## config.mk

```make
export PLATFORM = sky130hd
export DESIGN_NAME = hssl_reg_pkt_ctl
export DESIGN_NICKNAME = d
export VERILOG_FILES = /design/src/rtl/hssl_reg_pkt_ctl.sv
export SDC_FILE = /design/constraint.sdc
export NUM_CORES = 1
export LEC_CHECK = 0
export BUFFER_PORTS_ARGS = -buffer_cell sky130_fd_sc_hd__buf_2
export CORE_ASPECT_RATIO = 0.7
export CORE_MARGIN = 1
export CORE_UTILIZATION = 45
export CTS_CLUSTER_DIAMETER = 40
export DETAILED_ROUTE_END_ITERATION = 7
export GPL_TIMING_DRIVEN = 0
export PLACE_DENSITY = 0.81
export SETUP_SLACK_MARGIN = 0.02
export SYNTH_ARGS = -nofsm -noshare
export SYNTH_HDL_FRONTEND = slang
export SYNTH_SLANG_ARGS = --single-unit
```

## constraint.sdc

```tcl
create_clock -name clk -period 3.8 [get_ports clk]
set_clock_uncertainty 0.05 [all_clocks]
set_input_delay 0.38 -clock clk [delete_from_list [all_inputs] [get_ports clk]]
set_output_delay 0.38 -clock clk [all_outputs]
set_load 0.05 [all_outputs]
```

## src/rtl/hssl_reg_pkt_ctl.sv

```systemverilog
// Packet-side register access controller: decodes config packets into register writes/reads and emits reply packets.
// Optional reply timeout is enabled by defining HSSL_RPY_TIMEOUT_EN.
`ifndef REG_ADR_BITS
`define REG_ADR_BITS 8
`endif

module hssl_reg_pkt_ctl #(
    parameter logic [31:0] CFG_KEY  = 32'hffff_fe00,
    parameter logic [31:0] CFG_MASK = 32'hffff_ff00,
    parameter int          RPY_TMO  = 1024
) (
    input  logic                     clk,
    input  logic                     resetn,
    input  logic [31:0]              reply_key_in,
    input  logic [31:0]              pkt_key_in,
    input  logic [31:0]              pkt_data_in,
    input  logic                     pkt_pl_in,
    input  logic                     pkt_vld_in,
    output logic                     pkt_rdy_out,
    output logic [`REG_ADR_BITS-1:0] prx_addr_out,
    output logic [31:0]              prx_wdata_out,
    output logic                     prx_en_out,
    output logic [`REG_ADR_BITS-1:0] rd_addr_out,
    output logic                     rd_en_out,
    input  logic [31:0]              rd_data_in,
    output logic [31:0]              rpy_key_out,
    output logic [31:0]              rpy_data_out,
    output logic                     rpy_vld_out,
    input  logic                     rpy_rdy_in,
    output logic                     drop_out,
    output logic                     rpy_tmo_out
);

    localparam int AW = `REG_ADR_BITS;

    typedef enum logic [2:0] {
        IDLE,
        WRITE,
        READ,
        RDWAIT,
        REPLY
    } state_t;

    if (RPY_TMO < 1 || RPY_TMO > 65535) begin : g_bad_tmo
        $error("RPY_TMO out of range");
    end
    if ((CFG_MASK & ((32'd1 << AW) - 32'd1)) != 32'd0) begin : g_bad_mask
        $error("CFG_MASK overlaps the register address bits");
    end

    state_t        state_q, state_d;
    logic          rdy_q, rdy_d;
    logic          drop_q, drop_d;
    logic          tmo_q, tmo_d;
    logic [AW-1:0] addr_q, addr_d;
    logic [31:0]   wdata_q, wdata_d;
    logic [31:0]   key_q, key_d;
    logic [31:0]   data_q, data_d;

    logic accept;
    logic match;
    logic rpy_tmo;

    // rdy_q is only ever set while IDLE, so it doubles as the accept qualifier
    assign accept = rdy_q & pkt_vld_in;
    assign match  = (pkt_key_in & CFG_MASK) == CFG_KEY;

`ifdef HSSL_RPY_TIMEOUT_EN
    localparam int CW = $clog2(RPY_TMO + 1);
    localparam logic [CW-1:0] TMO_LAST = CW'(RPY_TMO - 1);

    logic [CW-1:0] cnt_q, cnt_d;

    always_comb begin
        cnt_d = '0;
        if (state_q == REPLY && !rpy_rdy_in) begin
            cnt_d = cnt_q + 1'b1;
        end
    end

    assign rpy_tmo = (state_q == REPLY) & ~rpy_rdy_in & (cnt_q == TMO_LAST);

    always_ff @(posedge clk or negedge resetn) begin
        if (!resetn) begin
            cnt_q <= '0;
        end else begin
            cnt_q <= cnt_d;
        end
    end
`else
    assign rpy_tmo = 1'b0;
`endif

    always_comb begin
        state_d = state_q;
        addr_d  = addr_q;
        wdata_d = wdata_q;
        key_d   = key_q;
        data_d  = data_q;
        drop_d  = 1'b0;
        tmo_d   = 1'b0;
        unique case (state_q)
            IDLE: begin
                if (accept) begin
                    if (match) begin
                        addr_d  = pkt_key_in[AW-1:0];
                        wdata_d = pkt_data_in;
                        state_d = pkt_pl_in ? WRITE : READ;
                    end else begin
                        drop_d = 1'b1;
                    end
                end
            end
            WRITE:  state_d = IDLE;
            READ:   state_d = RDWAIT;
            RDWAIT: begin
                data_d  = rd_data_in;
                key_d   = reply_key_in | 32'(addr_q);
                state_d = REPLY;
            end
            REPLY: begin
                // acceptance beats a coincident timeout
                if (rpy_rdy_in) begin
                    state_d = IDLE;
                end else if (rpy_tmo) begin
                    state_d = IDLE;
                    tmo_d   = 1'b1;
                end
            end
            default: state_d = IDLE;
        endcase
        rdy_d = (state_d == IDLE);
    end

    always_ff @(posedge clk or negedge resetn) begin
        if (!resetn) begin
            state_q <= IDLE;
            rdy_q   <= 1'b0;
            drop_q  <= 1'b0;
            tmo_q   <= 1'b0;
            addr_q  <= '0;
            wdata_q <= '0;
            key_q   <= '0;
            data_q  <= '0;
        end else begin
            state_q <= state_d;
            rdy_q   <= rdy_d;
            drop_q  <= drop_d;
            tmo_q   <= tmo_d;
            addr_q  <= addr_d;
            wdata_q <= wdata_d;
            key_q   <= key_d;
            data_q  <= data_d;
        end
    end

    assign pkt_rdy_out   = rdy_q;
    assign prx_addr_out  = addr_q;
    assign prx_wdata_out = wdata_q;
    assign prx_en_out    = (state_q == WRITE);
    assign rd_addr_out   = addr_q;
    assign rd_en_out     = (state_q == READ);
    assign rpy_key_out   = key_q;
    assign rpy_data_out  = data_q;
    assign rpy_vld_out   = (state_q == REPLY);
    assign drop_out      = drop_q;
    assign rpy_tmo_out   = tmo_q;

endmodule
```

==> results.yml <==
floorplan:
  dieArea_sq_mm: 0.0103
  start_util_pct: 47.7
  io_pins: 251
  core_area_sq_mm: 0.00933
  die_w_microns: 121
  row_count: 29
  die_y_microns: 85.2
final_layout:
  area_growth_pct: 38.0
  nets: 677
  drive_gt1_share_pct: 70.4
  stdcell_count: 671
  fin_area_sq_mm: 0.00614
  antenna_cells: 0
logic_synthesis:
  syn_nets: 416
  synth_cell_types: 28
  synth-compound-area-share_pct: 2.05
  synth_top_family_by_area: "multiplexers"
  synth_seq_area_share_pct: 61.3
  synth_edf_count: 0
  async_reset_ff_share_pct: 100
  ys_ff_latch: 109
  syn_area_per_cell_sq_um: 15.7
  synth_flop_cell: "dfrtp_1"
  synth_xor_xnor_area_share_pct: 0
  muxShareOfSynthArea_pct: 27.8
  ys_warn_count: 0
  netlist_instances: 283
  synthAdderAreaFrac_pct: 0
  synthSimpleGateAreaFrac_pct: 5.03
  syn-cell-area_sq_mm: 0.00445
job:
  maxCapViolations: 0
sta:
  fin_crit_sh_pct: 53.5
  timing.setup.tns_ns: 0
  setup_viol: 0
  finalCriticalPeriod_ns: 2.03
  worst_pin_slew_ns: 0.805
  fmax_ghz: 0.492
  max_slew_margin_pct: 46.4
  hold_viol_final: 0
  rsz0062_at_grt: "false"
  maxSlewViolCount: 0
clocking:
  cts_tree: "yes"
  h-tree-depth: 3
  cts_root_buf: "clkbuf_16"
  cts_buffers: 9
  ctsLongestPathBuffers: 2
  insertion_delay_ns: 0.34
  cts.sinks: 109
  ctsResizeCount: 0
  ctsHoldBuffers: 0
  post_cts_buffers: 0
  clk_transition_reported_paths_ns: 0.07
placement:
  gp_congestion: 0.747
  dp.cells: 657
  numPortBuffers: 249
  post_dp_cell_area_sq_mm: 0.00587
  place_hpwl_mm: 8.12
power:
  irDropWorstVdd_mv: 0.322
  p_leak_nw: 3.42
  power_density_mw_per_mm2: 380
  finalPower_mw: 2.33
grt:
  globalRouteTotalUtil_pct: 21.2
  grt_overflow: 0
  antenna_found_initial: 0
  grt_pass1_vias: 3494
  grt_pass1_wl_mm: 16.7
  grt_max_degree: 66
routing:
  drt-initial-drc-count: 97
  vias: 3249
  ant_nets: 0
  drt-total-wl_mm: 10.4
  wire_per_inst_microns: 15.6
  drt_pass1_iterations: 4
  drc: 0
  viasPerCell: 4.84
critical_path:
  crit_top_cell: "clkbuf_1"
  critPathMaxStageDelay_ns: 0.45
  worstPathArrival_ns: 2.20
  rrSetupSlack_ns: 1.77
  worst_setup_path_start_kind: "register"
  regToRegEndpoint: "rpy_data_out[31]$_DFFE_PN0N_"
  path_cells: "clkbuf_1 > nand3b_1 > clkbuf_1 > buf_2 > mux2_2"
  path_class: "register to register"
  cp_max_fo: 10
  critPathSlowestCell: "clkbuf_1"
  reg2regPathDepth: 5
  required_ns: 3.97
  startpoint: "state_q[0]$_DFF_PN0_"
  r2r-start: "state_q[0]$_DFF_PN0_"
  cp-end-kind: "register"
  crit_path_end: "rpy_data_out[31]$_DFFE_PN0N_"
min_path:
  hold_class: "input port to asynchronous set/reset pin"
outcome:
  status: "finished clean"
## per-layer routing
metal | global-route usage, % | vias to the layer above | routed length (microns)
li1 | - | 1505 | -
met1 | 24.5 | 1581 | 4060
met2 | 36.5 | 147 | 5370
met3 | 7.86 | 16 | 847
met4 | 7.07 | 0 | 152
met5 | 0 | - | 0
## worst max-delay path, delay by kind of cell (launching register included)
family | cells | cell delay (ns)
buffers and inverters | 3 | 1.00
multiplexers | 1 | 0.37
flip-flops | 1 | 0.36
AND/OR/NAND/NOR | 1 | 0.12
## how the worst min path moves through the flow
stage / startpoint / to / slack [ns] / cells past startpoint
final: resetn / prx_addr_out[0]$_DFFE_PN0P_ / 0.07 / 1
after global routing: resetn / prx_addr_out[0]$_DFFE_PN0P_ / 0.13 / 1
after CTS: resetn / prx_addr_out[0]$_DFFE_PN0P_ / 0.1 / 1
after detailed placement: rpy_key_out[6]$_DFFE_PN0N_ / rpy_key_out[6]$_DFFE_PN0N_ / 0.42 / 2
after global placement: rpy_key_out[2]$_DFFE_PN0N_ / rpy_key_out[2]$_DFFE_PN0N_ / 0.41 / 2
after floorplan: resetn / drop_out$_DFF_PN0_ / 0.03 / 0
## state kept, by name, summed over array words and instances, names as in the netlist
signal         count
prx_wdata_out     32
rpy_data_out      32
rpy_key_out       32
prx_addr_out       8
state_q            3
drop_out           1
pkt_rdy_out        1
## logic make-up after synthesis
| logic type | count (synthesis) |
|---|---|
| other cells | 1 |
| mux | 97 |
| buf+inv | 24 |
| flops | 109 |
| simple gates | 37 |
| compound gates | 15 |
## metrics by stage
step                      hold WS, ns  worst slack [ns]  utilization (%)
after detailed placement        0.415              1.74             63.0
after global placement          0.409              1.16             62.7
after global routing            0.125              1.65             65.8
after floorplan                0.0344              1.65                -
after CTS                      0.0957              1.73             65.8
final                          0.0708              1.77             65.8
## layout make-up
type / instances / area (sq um)
clock buffers: 11 / 243
multi-input cells: 150 / 1560
fillers: 689 / 3190
flip-flops and latches: 109 / 2730
well taps: 124 / 155
clock inverters: 3 / 23.8
plain buffers: 24 / 164
repair buffers: 250 / 1270
## layout by cell type (no fill, tap or decap), types with 2 or more instances in the layout
cell	n
buf_6	4
mux2_2	58
dfrtp_1	109
nand2_1	9
nand2b_1	2
nand4_1	5
clkbuf_1	4
mux2_4	39
clkbuf_16	9
buf_2	256
nor3b_1	3
nor2_1	10
buf_4	10
clkinvlp_4	2
o21ai_0	9
## power breakdown
part | switching (mW) | total [mW] | internal (mW)
combinational | 0.181 | 0.277 | 0.0959
clock | 0.392 | 0.849 | 0.457
sequential | 0.0144 | 1.20 | 1.19
total | 0.588 | 2.33 | 1.74
## cells in the mapped netlist (2+ instances only)
cell      number  share of area [%]
clkbuf_1       3               0.25
mux2_4        39                 13
nor2_1        10               0.84
nand2_1        9               0.76
dfrtp_1      109                 61
nand2b_1       2               0.28
buf_6          4                1.0
buf_2          8               0.90
nand4_1        5               0.70
buf_4          9                1.5
o21ai_0        9                1.0
nor3b_1        3               0.51
mux2_2        58                 15
No activity file was read; power rests on OpenSTA's default activity.
